$ cat src/rtl/avg_arb_pkg.sv
// Shared definitions for the rounded-average arbiter slice.
//   out_state_t     : output register occupancy (EMPTY / FULL)
//   idw()           : requester-id width, max(1, clog2(n))
//   rst_last_grant(): last_grant reset value, chosen so requester 0 wins first
package avg_arb_pkg;

    typedef enum logic {
        ST_EMPTY = 1'b0,
        ST_FULL  = 1'b1
    } out_state_t;

    function automatic int idw(input int n);
        if (n <= 2) begin
            return 1;
        end
        return $clog2(n);
    endfunction

    function automatic int rst_last_grant(input int n);
        return n - 1;
    endfunction

endpackage

$ cat src/rtl/avg_round_unit.sv
// Combinational rounded average avg = (a + b + 1) >> 1.
//   a, b : W-bit unsigned operands
//   avg  : W-bit rounded average
// The sum is carried in W+1 bits, so the result can never overflow.
module avg_round_unit #(
    parameter int W = 8
) (
    input  logic [W-1:0] a,
    input  logic [W-1:0] b,
    output logic [W-1:0] avg
);

    function automatic logic [W-1:0] round_avg(input logic [W-1:0] x, input logic [W-1:0] y);
        logic [W:0] sum;
        sum = {1'b0, x} + {1'b0, y} + (W+1)'(1);
        return sum[W:1];
    endfunction

    assign avg = round_avg(a, b);

endmodule

$ cat src/rtl/avg_share_arbiter.sv
// Shares one rounded-average datapath among NREQ requesters.
//   clk, rst    : clock, synchronous active-high reset
//   req_valid   : per-requester offer of an operand pair
//   req_a/req_b : packed operands, requester i at [i*W +: W]
//   req_ready   : one-hot grant, pair consumed on valid & ready
//   out_valid   : output register holds a result
//   out_avg     : rounded average of the granted pair
//   out_id      : index of the requester that produced out_avg
//   out_ready   : consumer backpressure
//   done_cnt    : results taken by the consumer, wraps modulo 2^CNT_W
module avg_share_arbiter
    import avg_arb_pkg::*;
#(
    parameter  int NREQ  = 4,
    parameter  int W     = 8,
    parameter  int CNT_W = 16,
    localparam int IDW   = idw(NREQ)
) (
    input  logic              clk,
    input  logic              rst,
    input  logic [NREQ-1:0]   req_valid,
    input  logic [NREQ*W-1:0] req_a,
    input  logic [NREQ*W-1:0] req_b,
    output logic [NREQ-1:0]   req_ready,
    output logic              out_valid,
    output logic [W-1:0]      out_avg,
    output logic [IDW-1:0]    out_id,
    input  logic              out_ready,
    output logic [CNT_W-1:0]  done_cnt
);

    localparam int RST_LAST_GRANT = rst_last_grant(NREQ);

    out_state_t     state;
    logic [IDW-1:0] last_grant;
    logic [IDW-1:0] winner;
    logic           load;
    logic [W-1:0]   a_p0;
    logic [W-1:0]   b_p0;
    logic [W-1:0]   avg_p0;

    // Rotating-priority search starting just after the last accepted grant.
    always_comb begin
        winner = '0;
        for (int k = NREQ; k >= 1; k--) begin
            if (req_valid[(int'(last_grant) + k) % NREQ]) begin
                winner = IDW'((int'(last_grant) + k) % NREQ);
            end
        end
    end

    // A pair is taken only when the output register is free or being drained
    // this cycle; reset blocks all grants.
    assign load      = !rst && (|req_valid) && ((state == ST_EMPTY) || out_ready);
    assign req_ready = load ? (NREQ'(1) << winner) : '0;

    // ---- stage p0: operand mux and shared rounding datapath ----
    assign a_p0 = req_a[int'(winner)*W +: W];
    assign b_p0 = req_b[int'(winner)*W +: W];

    avg_round_unit #(
        .W (W)
    ) u_round (
        .a   (a_p0),
        .b   (b_p0),
        .avg (avg_p0)
    );

    // ---- output register ----
    always_ff @(posedge clk) begin
        if (rst) begin
            state      <= ST_EMPTY;
            out_avg    <= '0;
            out_id     <= '0;
            done_cnt   <= '0;
            last_grant <= IDW'(RST_LAST_GRANT);
        end else begin
            if ((state == ST_FULL) && out_ready) begin
                done_cnt <= done_cnt + CNT_W'(1);
            end
            case (state)
                ST_EMPTY: begin
                    if (load) begin
                        state <= ST_FULL;
                    end
                end
                ST_FULL: begin
                    // Reload in the same cycle as a drain keeps one result per cycle.
                    if (out_ready && !load) begin
                        state <= ST_EMPTY;
                    end
                end
                default: state <= ST_EMPTY;
            endcase
            if (load) begin
                out_avg    <= avg_p0;
                out_id     <= winner;
                last_grant <= winner;
            end
        end
    end

    assign out_valid = (state == ST_FULL);

endmodule
$ cat config.mk
export PLATFORM = sky130hd
export DESIGN_NAME = avg_share_arbiter
export DESIGN_NICKNAME = d
export VERILOG_FILES = /design/src/rtl/avg_arb_pkg.sv /design/src/rtl/avg_round_unit.sv /design/src/rtl/avg_share_arbiter.sv
export SDC_FILE = /design/constraint.sdc
export NUM_CORES = 1
export LEC_CHECK = 0
export ABC_AREA = 0
export ABC_CLOCK_PERIOD_IN_PS = 2550
export BUFFER_PORTS_ARGS = -buffer_cell sky130_fd_sc_hd__clkbuf_2
export CAP_MARGIN = 10
export CORE_MARGIN = 2
export CORE_UTILIZATION = 30
export DETAILED_ROUTE_END_ITERATION = 10
export GPL_TIMING_DRIVEN = 0
export PLACE_DENSITY = 0.55
export SLEW_MARGIN = 0
export SYNTH_ARGS = -nofsm -noshare
export SYNTH_HDL_FRONTEND = slang
export SYNTH_HIERARCHICAL = 1
export SYNTH_SLANG_ARGS = --single-unit
$ cat constraint.sdc
create_clock -name clk -period 2.55 [get_ports clk]
set_input_delay 0.3825 -clock clk [delete_from_list [all_inputs] [get_ports clk]]
set_output_delay 0.3825 -clock clk [all_outputs]
set_load 0.02 [all_outputs]
==> results of run 1 <==
[registers in the layout (all words and copies together), names as in the netlist]
register	flops
out_valid	1
done_cnt	16
out_id	2
last_grant	2
out_avg	8
[cell families after synthesis]
| logic type | Yosys count |
|---|---|
| compound gates | 41 |
| fa+ha+maj | 9 |
| xor+xnor | 13 |
| buf+inv | 16 |
| mux | 51 |
| flops | 29 |
| simple gates | 91 |
[worst max path at each step]
stage / from / end / depth (start not counted) / slack [ps]
floorplan: req_valid[0] / out_avg[4] / 11 / -20
global placement: req_valid[0] / out_avg[4] / 12 / -410
CTS: last_grant[0] / out_avg[6] / 12 / -170
global route: last_grant[0] / out_avg[4] / 12 / -310
finish: last_grant[0] / out_avg[5] / 14 / -160
detailed placement: req_valid[0] / out_avg[4] / 12 / -460
[power groups by stage]
stage	clock [mW]	sequential (mW)	combinational [mW]
global route	0.526	0.574	1.23
floorplan	0	0.639	0.583
CTS	0.507	0.566	0.968
finish	0.492	0.568	1.12
detailed placement	0	0.574	0.887
global placement	0	0.576	0.874
[worst min-delay path, delay by kind of cell]
family,cells,cell delay [ps]
buf+inv,1,140
simple gates,1,100
compound gates,1,50
[metrics by stage]
stage	power (mW)	cell area [µm²]	hold WS (ps)	setup slack (ps)
2_1_floorplan	1.22	2200	543	-15.3
3_3_place_gp	1.45	2830	462	-409
3_5_place_dp	1.46	2830	467	-464
4_1_cts	2.04	3060	444	-172
5_1_grt	2.33	3250	470	-312
6_report	2.18	3250	457	-164
[cell usage after synthesis, types with 2 or more instances]
library cell,instances
clkbuf_1,4
a311o_1,2
buf_2,3
nand2b_1,13
nor3_1,4
a21o_1,5
nor4_1,5
nor2_1,20
and4_1,2
dfxtp_1,29
ha_1,8
xnor2_1,8
inv_1,6
buf_6,3
a21oi_1,11
nand4_1,3
nand3_1,6
nand2_1,18
mux2i_1,50
o21ai_0,11
nor2b_1,5
xor2_1,5
or3_1,4
o21bai_1,2
[metal layers]
| metal | global-route usage | up-vias | wire [µm] |
|---|---|---|---|
| met4 | 0.0285 | 0 | 44 |
| met2 | 0.259 | 61 | 2880 |
| met1 | 0.175 | 1009 | 2650 |
| met5 | 0 | - | 0 |
| li1 | - | 1175 | - |
| met3 | 0.0295 | 5 | 270 |
[final cells by class]
cell class              count  share of cell area
inverters                   6             0.00694
well taps                  99              0.0382
flip-flops and latches     29               0.181
plain buffers              10              0.0278
clock buffers               7              0.0266
multi-input cells         205               0.488
clock inverters             1             0.00925
repair buffers            125               0.222
[what timing repair did]
action / 4_1_cts / 5_1_grt
endpoints found under the setup margin: 6 / 7
gates resized for setup: 11 / 18
pin swaps: 7 / 12
buffers inserted: 12 / 11
hold buffers: 0 / 0
cloned: 0 / 1
==> impl_metrics.env, run 1 <==
export IMPL_place_hpwl_mm=4.45
export IMPL_grt_pass1_vias=2124
export IMPL_hp_class="primary input to register"
export IMPL_drc=0
export IMPL_r2r_start="last_grant[0]"
export IMPL_fin_crit_sh=1.06
export IMPL_clock_skew_ps=8.37
export IMPL_cts_max_path_buffers=2
export IMPL_combPwrFrac=0.513
export IMPL_yosysWarningCount=6
export IMPL_clk_latency_ps=280
export IMPL_grt_first_pass_wirelength_mm=9.13
export IMPL_yosys_area_share_simple=0.228
export IMPL_cp_end_kind="register"
export IMPL_sw_frac_of_total=0.356
export IMPL_layout_commonest_cell="clkbuf_2"
export IMPL_synth_edf_count=0
export IMPL_die_w_um=89.3
export IMPL_fin_cells=482
export IMPL_finalSetupTns_ps=-872
export IMPL_regArea_um2=588
export IMPL_rsz0062_at_grt="true"
export IMPL_p_clk_frac=0.226
export IMPL_r2r_slack_ps=-160
export IMPL_r2r_end="out_avg[5]"
export IMPL_grt_overflow_total=0
export IMPL_intPower_mw=1.40
export IMPL_synth_async_reset_ratio=0
export IMPL_h_tree_depth=2
export IMPL_synth_xor_area_share=0.0521
export IMPL_worstHoldEndpoint="done_cnt[1]"
export IMPL_setup_violations_final=6
export IMPL_synth_top_family_by_area="multiplexers"
export IMPL_multiInputGateArea_um2=1590
export IMPL_drt_initial_drc_count=82
export IMPL_slowest_stage="fa_2"
export IMPL_cp_buffers_inverters=2
export IMPL_numCtsBuffers=5
export IMPL_cts_tree="yes"
export IMPL_ant_nets=0
export IMPL_vias_per_cell=4.67
export IMPL_synthMuxAreaShare=0.234
export IMPL_grt_usage=0.143
export IMPL_synthCells=250
export IMPL_drv_cap=0
export IMPL_wl_per_cell_um=12.1
export IMPL_seq_power_share=0.261
export IMPL_tightest_slew_ps=511
export IMPL_ir_worst_vdd_mv=0.320
export IMPL_synthDistinctLibCells=47
export IMPL_gp_congestion=0.794
export IMPL_avgSynthCellArea_um2=8.74
export IMPL_power_density_nw_per_um2=671
export IMPL_synthAdderAreaFrac=0.0550
export IMPL_fill_cells=729
export IMPL_path_max_fanout=6
export IMPL_placed_cells=450
export IMPL_worst_slack_ps=-164
export IMPL_fin_util=0.455
export IMPL_drt_first_pass_iters=4
export IMPL_path_cells="nand3b_1 -> a31oi_4 -> buf_12 -> buf_8 -> mux2i_2 -> mux2i_2 -> or2_1 -> fa_2 -> a21oi_4 -> nor2_2 -> nor2_2 -> xnor2_1 -> nand2_1 -> o21ai_1"
export IMPL_cts_sinks=29
export IMPL_synthToLayoutAreaGrowth_pct=48.6
export IMPL_r2r_cells=14
export IMPL_hold_path_startpoint="out_ready"
export IMPL_ys_ff_latch=29
export IMPL_die_area_um2=7980
export IMPL_min_period_ps=2710
export IMPL_arrival_ps=2920
export IMPL_grt_max_degree=11
export IMPL_p_leak_nw=1.52
export IMPL_rows=31
export IMPL_critical_path_class="register to register"
export IMPL_synth_compound_area_share=0.125
export IMPL_max_slew_margin=0.656
export IMPL_antenna_found_initial=0
export IMPL_synth_main_ff_cell="dfxtp_1"
export IMPL_die_h_um=89.3
export IMPL_seq_area_frac_synth=0.266
export IMPL_clkTransAtPathRegs_ps=60
export IMPL_cp_top_family="simple AND/OR/NAND/NOR gates"
export IMPL_synth_fp_nets=330
export IMPL_status="complete, but fails checks"
export IMPL_numPortBuffers=101
export IMPL_n_antenna_cell=0
export IMPL_max_stage_delay_ps=380
export IMPL_final_max_slew_viol_count=0
export IMPL_core_um2=7140
export IMPL_required_ps=2760
export IMPL_cts_root_buf="clkbuf_8"
export IMPL_violations="negative setup slack"
export IMPL_fin_nets=462
export IMPL_start_util=0.306
export IMPL_p_sw_mw=0.774
export IMPL_synth_area_um2=2180
export IMPL_layout_common_cells="clkbuf_2, mux2i_1, dfxtp_1, buf_4, nand2_1"
export IMPL_yosysTopAreaCellShare=0.266
export IMPL_synth_top_cell_by_area="dfxtp_1"
export IMPL_final_hold_viol_count=0
export IMPL_cp_start_kind="register"
export IMPL_whs_path_depth=3
export IMPL_wl_mm=5.84
export IMPL_drive_gt1_frac=0.420
export IMPL_max_freq_mhz=368
export IMPL_synth_area_leaders="dfxtp_1, mux2i_1, ha_1"
export IMPL_io_pins=102
export IMPL_via_count=2250
(Power assumes the default switching activity.)
==> run 2: changes to the inputs <==
- PLACE_DENSITY: 0.55 -> default
- PLACE_DENSITY_LB_ADDON: default -> 0.12
==> impl_metrics.env, run 2 (same netlist as run 1, synthesis figures left out) <==
export IMPL_gp_congestion=0.767
export IMPL_drive_gt1_frac=0.433
export IMPL_critical_path_class="register to register"
export IMPL_violations="negative setup slack"
export IMPL_top_register="done_cnt"
export IMPL_cts_root_buf="clkbuf_8"
export IMPL_required_ps=2760
export IMPL_grt_max_degree=11
export IMPL_layout_commonest_cell="clkbuf_2"
export IMPL_max_stage_delay_ps=390
export IMPL_total_power_mw=2.07
export IMPL_io_pins=102
export IMPL_grt_first_pass_wirelength_mm=9.40
export IMPL_die_h_um=89.3
export IMPL_drc=0
export IMPL_cp_top_family="simple AND/OR/NAND/NOR gates"
export IMPL_ir_worst_vdd_mv=0.355
export IMPL_p_sw_mw=0.786
export IMPL_setup_violations_final=7
export IMPL_n_antenna_cell=0
export IMPL_multiInputGateArea_um2=1600
export IMPL_intPower_mw=1.28
export IMPL_worst_slack_ps=-218
export IMPL_rows=31
export IMPL_path_cells="nand3b_1 -> a31oi_4 -> buf_6 -> buf_8 -> mux2i_1 -> mux2i_1 -> or2_1 -> fa_2 -> a21oi_4 -> nor2_2 -> nor2_2 -> xnor2_1 -> nand2_1 -> o21ai_1"
export IMPL_fill_cells=780
export IMPL_core_um2=7140
export IMPL_sw_frac_of_total=0.381
export IMPL_cts_max_path_buffers=2
export IMPL_grt_pass1_vias=2119
export IMPL_fin_crit_sh=1.09
export IMPL_max_freq_mhz=361
export IMPL_cp_end_kind="register"
export IMPL_regArea_um2=586
export IMPL_fin_cells=485
export IMPL_placed_cells=450
export IMPL_power_density_nw_per_um2=640
export IMPL_numCtsBuffers=5
export IMPL_ant_nets=0
export IMPL_p_clk_frac=0.177
export IMPL_vias_per_cell=4.64
export IMPL_crit_start="last_grant[0]"
export IMPL_cp_buffers_inverters=2
export IMPL_drt_first_pass_iters=4
export IMPL_status="complete, but fails checks"
export IMPL_r2r_start="last_grant[0]"
export IMPL_drv_cap=0
export IMPL_finalSetupTns_ps=-947
export IMPL_final_hold_viol_count=0
export IMPL_place_hpwl_mm=4.53
export IMPL_hold_path_startpoint="req_valid[0]"
export IMPL_combPwrFrac=0.548
export IMPL_reg_top3="done_cnt (16), out_avg (8)"
export IMPL_fin_nets=465
export IMPL_grt_overflow_total=0
export IMPL_cp_start_kind="register"
export IMPL_grt_usage=0.150
export IMPL_rsz0062_at_grt="true"
export IMPL_largest_reg_flops=16
export IMPL_numPortBuffers=101
export IMPL_wl_mm=5.96
export IMPL_via_count=2249
export IMPL_p_leak_nw=1.51
export IMPL_min_period_ps=2770
export IMPL_antenna_found_initial=0
export IMPL_die_area_um2=7980
export IMPL_max_slew_margin=0.604
export IMPL_drt_initial_drc_count=59
export IMPL_layout_common_cells="clkbuf_2, mux2i_1, dfxtp_1, buf_4"
export IMPL_clock_skew_ps=7.33
export IMPL_clk_latency_ps=280
export IMPL_fin_util=0.452
export IMPL_cts_tree="yes"
export IMPL_cts_sinks=29
export IMPL_hp_class="primary input to register"
export IMPL_path_max_fanout=8
export IMPL_seq_power_share=0.275
export IMPL_synthToLayoutAreaGrowth_pct=47.8
export IMPL_h_tree_depth=2
export IMPL_slowest_stage="fa_2"
export IMPL_start_util=0.306
export IMPL_die_w_um=89.3
export IMPL_clkTransAtPathRegs_ps=70
export IMPL_wl_per_cell_um=12.3
export IMPL_arrival_ps=2980
export IMPL_tightest_slew_ps=589
export IMPL_final_max_slew_viol_count=0
run 2: metal layers:
metal,vias up,part of all wire,track usage
met4,0,0.011,0.0366
li1,1169,-,-
met2,55,0.50,0.254
met5,-,0,0
met3,6,0.049,0.0388
met1,1019,0.44,0.189
run 2: power by group through the flow:
stage / logic (mW) / registers (mW) / clock network, mW
floorplan: 0.583 / 0.639 / 0
global placement: 0.877 / 0.578 / 0
detailed placement: 0.885 / 0.575 / 0
CTS: 1.01 / 0.568 / 0.381
global route: 1.25 / 0.576 / 0.407
finish: 1.13 / 0.569 / 0.365
run 2: area by class of cell:
cell class / count / area share
Multi-Input combinational cell: 205 / 0.496
Timing Repair Buffer: 128 / 0.224
Sequential cell: 29 / 0.181
Tap cell: 99 / 0.0384
Buffer: 10 / 0.0264
Clock buffer: 5 / 0.0213
Inverter: 6 / 0.00698
Clock inverter: 3 / 0.00543
run 2: tightest hold or removal path, delay by kind of cell:
family | cells | cell delay, ps
AOI/OAI and AO/OA | 1 | 120
buffers and inverters | 1 | 100
and+or+nand+nor | 1 | 90
run 2: final timing paths:
| path | end | slack, ps | cells past startpoint |
|---|---|---|---|
| hold reg to reg | out_avg[7] | 470 | 2 |
| hold / removal | out_valid | 450 | 3 |
| setup / recovery | out_avg[5] | -220 | 14 |
| setup reg to reg | out_avg[5] | -220 | 14 |
run 2: timing repair:
item | CTS | global route
buffers inserted | 12 | 15
resized for setup | 16 | 18
cloned | 1 | 0
setup endpoints to repair | 6 | 7
hold buffers | 0 | 0
pin swaps | 7 | 17
run 2: through the flow:
stage	hold slack, ps	worst slack, ps	instance area [µm²]
after global routing	463	-430	3230
after floorplan	543	-15.3	2200
after detailed placement	464	-417	2830
after global placement	462	-470	2830
final	449	-218	3230
after CTS	437	-173	3090
